[src/rtl/attn_score_engine_if.sv]
// Handshake bundle for one attention-score engine: start/config, Q and K
// element streams, and the score stream toward softmax.
interface attn_score_engine_if #(
    parameter int WIDTH = 16,
    parameter int D_H   = 64,
    parameter int N_MAX = 256
);
    localparam int ACC_W = 2*WIDTH + $clog2(D_H);
    localparam int NT_W  = $clog2(N_MAX+1);
    localparam int IDX_W = $clog2(N_MAX);

    logic                    init;
    logic [NT_W-1:0]         n_tokens;
    logic                    ready;
    logic                    q_valid;
    logic signed [WIDTH-1:0] q_data;
    logic                    k_valid;
    logic signed [WIDTH-1:0] k_data;
    logic                    k_ready;
    logic                    score_valid;
    logic signed [ACC_W-1:0] score_data;
    logic [IDX_W-1:0]        score_idx;
    logic                    score_ready;
    logic signed [ACC_W-1:0] max_score;
    logic                    done;

    modport slave (
        input  init, n_tokens, q_valid, q_data, k_valid, k_data, score_ready,
        output ready, k_ready, score_valid, score_data, score_idx, max_score, done
    );

    modport master (
        output init, n_tokens, q_valid, q_data, k_valid, k_data, score_ready,
        input  ready, k_ready, score_valid, score_data, score_idx, max_score, done
    );
endinterface

[src/rtl/attn_score_engine.sv]
// Holds one query row and emits (Q.K_i) >>> SHIFT for each streamed key row,
// tracking the running maximum score for the softmax stage.
module attn_score_engine #(
    parameter int WIDTH = 16,
    parameter int D_H   = 64,
    parameter int N_MAX = 256,
    parameter int SHIFT = 3
) (
    input logic clk,
    input logic reset_n,
    attn_score_engine_if.slave bus
);
    localparam int ACC_W = 2*WIDTH + $clog2(D_H);
    localparam int NT_W  = $clog2(N_MAX+1);
    localparam int IDX_W = $clog2(N_MAX);
    localparam int CNT_W = $clog2(D_H);

    typedef enum logic [2:0] {IDLE, LOAD_Q, MAC, EMIT, DONE} state_t;

    state_t                  state_q, state_d;
    logic [CNT_W-1:0]        elemCnt_q;
    logic [IDX_W-1:0]        tokIdx_q;
    logic [NT_W-1:0]         nTok_q;
    logic signed [ACC_W-1:0] acc_q;
    logic signed [ACC_W-1:0] scoreData_q;
    logic [IDX_W-1:0]        scoreIdx_q;
    logic signed [ACC_W-1:0] maxScore_q;
    logic signed [WIDTH-1:0] qMem_q [D_H];

    logic                      initAccept;
    logic                      lastElem;
    logic                      lastTok;
    logic signed [2*WIDTH-1:0] product;
    logic signed [ACC_W-1:0]   productExt;
    logic signed [ACC_W-1:0]   accSum;
    logic signed [ACC_W-1:0]   scoreNew;

    assign initAccept = bus.init && (bus.n_tokens != '0) && (bus.n_tokens <= NT_W'(N_MAX));
    assign lastElem   = (elemCnt_q == CNT_W'(D_H-1));
    assign lastTok    = (NT_W'(tokIdx_q) == (nTok_q - NT_W'(1)));
    assign product    = qMem_q[elemCnt_q] * bus.k_data;
    assign productExt = {{(ACC_W-2*WIDTH){product[2*WIDTH-1]}}, product};
    assign accSum     = acc_q + productExt;
    assign scoreNew   = accSum >>> SHIFT;

    always_ff @(posedge clk or negedge reset_n) begin
        if (!reset_n) state_q <= IDLE;
        else          state_q <= state_d;
    end

    always_comb begin
        state_d = state_q;
        case (state_q)
            IDLE:    if (initAccept)                 state_d = LOAD_Q;
            LOAD_Q:  if (bus.q_valid && lastElem)    state_d = MAC;
            MAC:     if (bus.k_valid && lastElem)    state_d = EMIT;
            EMIT:    if (bus.score_ready)            state_d = lastTok ? DONE : MAC;
            DONE:                                    state_d = IDLE;
            default:                                 state_d = IDLE;
        endcase
    end

    always_comb begin
        bus.ready       = 1'b0;
        bus.k_ready     = 1'b0;
        bus.score_valid = 1'b0;
        bus.done        = 1'b0;
        case (state_q)
            IDLE:    bus.ready       = 1'b1;
            MAC:     bus.k_ready     = 1'b1;
            EMIT:    bus.score_valid = 1'b1;
            DONE:    bus.done        = 1'b1;
            default: ;
        endcase
    end

    assign bus.score_data = scoreData_q;
    assign bus.score_idx  = scoreIdx_q;
    assign bus.max_score  = maxScore_q;

    // The accumulator is cleared on the final beat so the next row starts from zero.
    always_ff @(posedge clk or negedge reset_n) begin
        if (!reset_n) begin
            nTok_q      <= '0;
            elemCnt_q   <= '0;
            tokIdx_q    <= '0;
            acc_q       <= '0;
            scoreData_q <= '0;
            scoreIdx_q  <= '0;
            maxScore_q  <= '0;
        end else begin
            case (state_q)
                IDLE: if (initAccept) begin
                    nTok_q    <= bus.n_tokens;
                    elemCnt_q <= '0;
                    tokIdx_q  <= '0;
                end
                LOAD_Q: if (bus.q_valid) begin
                    if (lastElem) begin
                        elemCnt_q <= '0;
                        acc_q     <= '0;
                    end else begin
                        elemCnt_q <= elemCnt_q + CNT_W'(1);
                    end
                end
                MAC: if (bus.k_valid) begin
                    if (lastElem) begin
                        elemCnt_q   <= '0;
                        acc_q       <= '0;
                        scoreData_q <= scoreNew;
                        scoreIdx_q  <= tokIdx_q;
                        if ((tokIdx_q == '0) || (scoreNew > maxScore_q))
                            maxScore_q <= scoreNew;
                    end else begin
                        elemCnt_q <= elemCnt_q + CNT_W'(1);
                        acc_q     <= accSum;
                    end
                end
                EMIT: if (bus.score_ready && !lastTok) tokIdx_q <= tokIdx_q + IDX_W'(1);
                default: ;
            endcase
        end
    end

    always_ff @(posedge clk) begin
        if (state_q == LOAD_Q && bus.q_valid) qMem_q[elemCnt_q] <= bus.q_data;
    end
endmodule

[src/flat_wrapper.sv]
// flat-port wrapper written by rule: the top's interface ports become plain ports
module attn_score_engine_flat 
#(
    parameter int WIDTH = 16,
    parameter int D_H   = 64,
    parameter int N_MAX = 256,
    parameter int SHIFT = 3
)
  (clk, reset_n, bus_init, bus_n_tokens, bus_q_valid, bus_q_data, bus_k_valid, bus_k_data, bus_score_ready, bus_ready, bus_k_ready, bus_score_valid, bus_score_data, bus_score_idx, bus_max_score, bus_done);
  attn_score_engine_if #(.WIDTH(WIDTH), .D_H(D_H), .N_MAX(N_MAX)) bus_i ();
  input logic clk;
  input logic reset_n;
  input wire logic [$bits(bus_i.init)-1:0] bus_init;
  input wire logic [$bits(bus_i.n_tokens)-1:0] bus_n_tokens;
  input wire logic [$bits(bus_i.q_valid)-1:0] bus_q_valid;
  input wire logic [$bits(bus_i.q_data)-1:0] bus_q_data;
  input wire logic [$bits(bus_i.k_valid)-1:0] bus_k_valid;
  input wire logic [$bits(bus_i.k_data)-1:0] bus_k_data;
  input wire logic [$bits(bus_i.score_ready)-1:0] bus_score_ready;
  output wire logic [$bits(bus_i.ready)-1:0] bus_ready;
  output wire logic [$bits(bus_i.k_ready)-1:0] bus_k_ready;
  output wire logic [$bits(bus_i.score_valid)-1:0] bus_score_valid;
  output wire logic [$bits(bus_i.score_data)-1:0] bus_score_data;
  output wire logic [$bits(bus_i.score_idx)-1:0] bus_score_idx;
  output wire logic [$bits(bus_i.max_score)-1:0] bus_max_score;
  output wire logic [$bits(bus_i.done)-1:0] bus_done;
  assign bus_i.init = bus_init;
  assign bus_i.n_tokens = bus_n_tokens;
  assign bus_i.q_valid = bus_q_valid;
  assign bus_i.q_data = bus_q_data;
  assign bus_i.k_valid = bus_k_valid;
  assign bus_i.k_data = bus_k_data;
  assign bus_i.score_ready = bus_score_ready;
  assign bus_ready = bus_i.ready;
  assign bus_k_ready = bus_i.k_ready;
  assign bus_score_valid = bus_i.score_valid;
  assign bus_score_data = bus_i.score_data;
  assign bus_score_idx = bus_i.score_idx;
  assign bus_max_score = bus_i.max_score;
  assign bus_done = bus_i.done;
  attn_score_engine #(.WIDTH(WIDTH), .D_H(D_H), .N_MAX(N_MAX), .SHIFT(SHIFT)) u_core (.clk(clk), .reset_n(reset_n), .bus(bus_i));
endmodule
[config.mk]
export PLATFORM = sky130hd
export DESIGN_NAME = attn_score_engine_flat
export DESIGN_NICKNAME = d
export VERILOG_FILES = /design/src/rtl/attn_score_engine_if.sv /design/src/rtl/attn_score_engine.sv /design/src/flat_wrapper.sv
export SDC_FILE = /design/constraint.sdc
export NUM_CORES = 2
export LEC_CHECK = 0
export ABC_CLOCK_PERIOD_IN_PS = 26700
export CAP_MARGIN = 25
export CORE_ASPECT_RATIO = 0.9
export CORE_UTILIZATION = 47
export CTS_CLUSTER_SIZE = 20
export DETAILED_ROUTE_END_ITERATION = 6
export DONT_BUFFER_PORTS = 1
export GPL_ROUTABILITY_DRIVEN = 1
export PLACE_DENSITY = 0.63
export SKIP_CTS_REPAIR_TIMING = 1
export SYNTH_ARGS = -nofsm -noshare
export SYNTH_HDL_FRONTEND = slang
export SYNTH_SLANG_ARGS = --single-unit
[constraint.sdc]
create_clock -name clk -period 26.7 [get_ports clk]
set_clock_uncertainty 0.2 [all_clocks]
set_input_delay 4.005 -clock clk [delete_from_list [all_inputs] [get_ports clk]]
set_output_delay 4.005 -clock clk [all_outputs]
set_load 0.005 [all_outputs]
After elaboration in Yosys (flattened, before gate mapping)
Memory sizes are Yosys's and may differ from the RTL's.
Cells that the tools add are included.
{"block": "word_totals", "word_cells": 76, "ram_bits": 1024, "inputBits": 47, "regBits": 142, "mem_count": 1, "output_inout_bits": 88}
{"block": "classes", "n_addsub": 4, "multipliers": 1, "magnitude_cmp": 2, "n_mux": 25, "n_eq_ne": 14, "n_reduce_logical": 21}
{"name": "u_core.qMem_q", "depth": 64, "word_bits": 16, "read_ports": 1, "rd_clocked_by_memory_dff": 0, "wr": 1, "line_no": "attn_score_engine.sv:28", "text": "logic signed [WIDTH-1:0] qMem_q [D_H];"}
{"operator": "$mux W38", "count": 4}
{"operator": "$pmux W38 S2", "count": 1}
{"operator": "$add A38 B32 Y38", "count": 1}
{"operator": "$gt A35 B35 Y1", "count": 1}
{"operator": "$mul A16 B16 Y32", "count": 1}
{"operator": "$mux W6", "count": 4}
{"operator": "$pmux W6 S3", "count": 1}
{"operator": "$mux W8", "count": 2}
{"operator": "$pmux W8 S2", "count": 1}
{"operator": "$reduce_and A4 Y1", "count": 4}
{"operator": "$mux W3", "count": 5}
{"operator": "$pmux W3 S4", "count": 1}
{"operator": "$ne A2 B1 Y1 const B", "count": 5}
{"operator": "$eq A8 B9 Y1", "count": 1}
{"operator": "$le A9 B9 Y1 const B", "count": 1}
{"operator": "$reduce_bool A9 Y1", "count": 1}
{"operator": "$sub A9 B1 Y9 const B", "count": 1}
{"operator": "$add A8 B1 Y8 const B", "count": 1}
{"operator": "$logic_not A8 Y1", "count": 1}
{"operator": "$add A6 B1 Y6 const B", "count": 1}
{"operator": "$eq A3 B2 Y1 const B", "count": 2}
{"operator": "$eq A6 B6 Y1 const B", "count": 1}
{"operator": "$logic_and A1 B1 Y1", "count": 6}
{"operator": "$mux W1", "count": 6}
{"operator": "10 further kinds", "count": 14}

Depth between registers and ports, before layout
{"block": "depth", "ltp_word": 6, "ltp_mapped": 44, "depth_no_buf": 38}

Worst setup path before layout
No wires, ideal clock.
{"block": "synth_timing", "path_type": "input -> register", "startpoint": "input port bus_k_data[1]", "endpoint": "register u_core.maxScore_q[13], in the netlist u_core.bus.max_score[13]", "path_buffers": 2, "path_stages": 30, "required_time_ns": 26.375, "t_arrival_ns": 11.437, "setup_time_ns": 0.125, "setup_slack_ns": 14.938, "path_cell_list": "clkbuf_1 nand2_1 fa_1 inv_1 fa_1 inv_1 fa_1 inv_1 fa_1 fa_1 inv_1 fa_1 inv_1 ha_1 a211oi_1 o31ai_1 a221o_1 a211oi_1 nor2_1 a311oi_1 xnor2_1 ha_1 nand4_1 nor2_1 nand4b_1 and3_1 a31oi_1 nand2_1 clkbuf_1 mux2_2"}
{"block": "synth_via", "elab_chain_cells": 5}
{"element": "from (decl)", "line_no": "flat_wrapper.sv:18", "text": "input wire logic [$bits(bus_i.k_data)-1:0] bus_k_data;"}
{"element": "$mul A16 B16 Y32", "line_no": "attn_score_engine.sv:41", "text": "assign product = qMem_q[elemCnt_q] * bus.k_data;"}
{"element": "$add A38 B32 Y38", "line_no": "attn_score_engine.sv:43", "text": "assign accSum = acc_q + productExt;"}
{"element": "via u_core.accSum[37]", "line_no": "attn_score_engine.sv:35", "text": "logic signed [ACC_W-1:0] accSum;"}
{"element": "$gt A35 B35 Y1", "line_no": "attn_score_engine.sv:112", "text": "if ((tokIdx_q == '0) || (scoreNew > maxScore_q))"}
{"element": "$logic_or A1 B1 Y1", "line_no": "attn_score_engine.sv:112"}
{"element": "$reduce_and A4 Y1 (no source line)"}
{"element": "to (signal assigned)", "line_no": "attn_score_engine.sv:113", "text": "maxScore_q <= scoreNew;"}
{"element": "to (decl)", "line_no": "attn_score_engine.sv:27", "text": "logic signed [ACC_W-1:0] maxScore_q;"}
The timed path passes the listed nets, and every way through them passes these cells.
A chain may end at the register's enable or synchronous reset.

Worst setup path in the final report
{"block": "layout_timing", "startpoint": "register u_core.elemCnt_q[1]", "endpoint": "register u_core.maxScore_q[27], in the netlist u_core.bus.max_score[27]"}
{"block": "layout_via", "elab_chain_cells": 6, "elab_cells_between_ends": 7, "classes_between": "add/sub (1); mul (1); order compare (1); eq/ne (1); reduce/logical (2); memory (1)"}
{"element": "from (decl)", "line_no": "attn_score_engine.sv:21", "text": "logic [CNT_W-1:0] elemCnt_q;"}
{"element": "from (signal assigned)", "line_no": "attn_score_engine.sv:103", "text": "elemCnt_q <= elemCnt_q + CNT_W'(1);"}
{"element": "from (signal assigned)", "line_no": "attn_score_engine.sv:115", "text": "elemCnt_q <= elemCnt_q + CNT_W'(1);"}
{"element": "$mem_v2 Z64 W16"}
{"element": "$mul A16 B16 Y32", "line_no": "attn_score_engine.sv:41"}
{"element": "$add A38 B32 Y38", "line_no": "attn_score_engine.sv:43"}
{"element": "via u_core.accSum[37]", "line_no": "attn_score_engine.sv:35"}
{"element": "$gt A35 B35 Y1", "line_no": "attn_score_engine.sv:112"}
{"element": "$logic_or A1 B1 Y1", "line_no": "attn_score_engine.sv:112"}
{"element": "$reduce_and A4 Y1 (no source line)"}
The timed path passes the listed nets, and every way through them passes these cells.

==> metrics <==
Total GRT Usage 25.2%; vias in the first global route 33700; Starting Density 47.4%; top_reg_cell synth edfxtp_1; Core Area 119000 um2; layout cells sized above 1 under 10%; outcome finished, violations left; CP delay by family, top adder cells; Detailed Route WL about 150000 um; Ys Warns 0; #FFs+latches synth 1166; CTS Buf Count 116; DP Cell Count 5428; hold_ws 0.293 ns; CP max-delay cell dfrtp_2; GRT Residual Overflow 0; routability cong. 0.869; synthesized cell area 56300 um2; Final setup viols 0; root buffer cell clkbuf_16; Synth area leader edfxtp_1; R2R setup slack 13.04 ns; multiplexer share of the synthesized area between 1 and 1.5%; CTS Buffer Depth 3; critical path's most frequent cell fa_1; area share of the largest cell type after synthesis 54.6%; antenna-violating nets left 0; Final nets 4483; CP required 27.08 ns; Worst Setup Start Kind register; hpwl dp 96900 um; simple-gate share of the synthesized area 6.90%; Async SR Flop Fraction 12.2%; adder-cell share of the synthesized area 14.8%; via count 34100; Post-synth EDFFs 1024; Compound-Gate Fraction of Synth Area a little under an eighth; syn_area_per_cell 14.3 um2; Max H-tree Level 3; Synth area leaders edfxtp_1, fa_1, dfrtp_1; CP Capture Type register; drc violations 10; Fin. Hold Viols 0; Worst Hold Class register to register; XOR/XNOR Fraction of Synth Area less than 1%; I/O Buffers 0; sequential area share after synthesis 60.9%; Final min period 13.66 ns; Worst-path clk slew ~0.06 ns; drt initial violations roughly 3800; initial antenna violation count 7; clock sinks 1166; failing checks DRC; max-slew violation count 0; Mapped Nets 4457; largest net degree at the start of global routing around 140; Netlist cell types 76; Placement Rows 120; main combinational cell family by area after synthesis adder cells; most frequent cells in the layout edfxtp_1, inv_1, a22oi_1; crit path max fanout 50; WP buf/inv 8; Area growth syn-to-layout 10.2%; fmax between 0.07 and 0.08 GHz; commonest non-fill, non-tap cell in the layout edfxtp_1; Die Footprint between 100000 and 150000 um2; Syn Inst Count 3938; Top Ports 135; Final TNS setup 0 ns; die height between 300 and 400 um; RSZ-0062 raised after global routing false; CP arrival 14.05 ns; Layout Cells excl Fill 5651; drt pass-1 iters 7; Chip Width 367 um; Max Cap Viol 0; Placed Area 58400 um2; Worst Tran Pin Value between 1 and 1.5 ns; global-route wire length before repair around 230000 um; Final Cycle Share 51.2%; Critical Setup Path Class register to register; CTS tree done; fin area 62100 um2; Slew headroom about 25%; worst-skew pair later-pin latency 0.72 ns; WL/cell 26.9 um; via/cell ratio between 6 and 7; crit-path max cell delay ~0.91 ns
worst register-to-register path, delay by kind of cell (launching register included):
family	cells	cell delay [ns]
and+or+nand+nor	10	2.97
DFF	1	0.91
muxes	1	0.32
adders and majority gates	8	3.67
AOI/OAI and AO/OA	9	3.23
xor gates and xnor gates	1	0.18
buffers and inverters	8	2.08
through the flow:
| stage | setup WS (ns) | util [%] |
|---|---|---|
| detailed placement | 13.27 | 49.1 |
| global placement | 13.49 | 49.0 |
| global route | 12.63 | 52.2 |
| CTS | 13.23 | 52.2 |
| floorplan | 14.94 | - |
| finish | 13.04 | 52.2 |
Yosys cell counts, types with 27 or more instances:
| cell type | count |
|---|---|
| o21ai_0 | 72 |
| a22o_1 | 100 |
| nand2b_1 | 85 |
| edfxtp_1 | 1024 |
| fa_1 | 322 |
| clkbuf_1 | 116 |
| buf_2 | 50 |
| nor2_1 | 110 |
| inv_1 | 390 |
| nand2_1 | 188 |
| mux2_2 | 30 |
| buf_1 | 27 |
| a31oi_1 | 76 |
| a221oi_1 | 71 |
| xnor2_1 | 35 |
| nand4_1 | 50 |
| a21o_1 | 30 |
| a22oi_1 | 352 |
| nor2b_1 | 151 |
| ha_1 | 150 |
| dfrtp_1 | 142 |
| a21oi_1 | 73 |
kinds of logic after synthesis:
family	count (synthesis)
compound gates	871
xor+xnor	57
fa+ha+maj	472
buf+inv	597
flops	1166
mux	44
simple gates	731
path summary, 6_finish.rpt:
kind,to,from,depth (start not counted)
max in group asynchronous,u_core.nTok_q[7],reset_n,0
min reg2reg,u_core.acc_q[2],u_core.acc_q[2],2
max,u_core.bus.max_score[27],u_core.elemCnt_q[1],37
min,u_core.acc_q[2],u_core.acc_q[2],2
max reg2reg,u_core.bus.max_score[27],u_core.elemCnt_q[1],37
min in group asynchronous,u_core.bus.score_data[10],reset_n,0
per-layer routing:
metal | global-route usage (%) | part of all wire (%) | wire, um | vias up
met2 | 37.9 | 45 | 68300 | 1506
met5 | 0 | 0.0085 | 13 | -
met4 | 6.80 | 2.6 | 3900 | 2
met3 | 4.73 | 8.9 | 13600 | 210
li1 | - | - | - | 14600
met1 | 37.5 | 44 | 66400 | 17800
registers in the layout, indices dropped and copies added (netlist names):
| signal | count |
|---|---|
| u_core.nTok_q | 9 |
| u_core.elemCnt_q | 6 |
| u_core.bus.max_score | 35 |
| u_core.tokIdx_q | 8 |
| u_core.state_q | 3 |
| u_core.bus.score_data | 35 |
| u_core.bus.score_idx | 8 |
| u_core.qMem_q | 1024 |
| u_core.acc_q | 38 |
area by class of cell:
type | count | area (um2)
repair buffers | 115 | 892
fillers | 9853 | 56800
well taps | 1586 | 1980
flip-flops and latches | 1166 | 34300
clock inverters | 66 | 592
diodes | 2 | 5.00
clock buffers | 151 | 3110
inverters | 390 | 1460
multi-input cells | 2175 | 19800
Power is left out: the tool's default activity adds up to more than one toggle a clock period on the data nets, which glitch-free logic cannot reach.
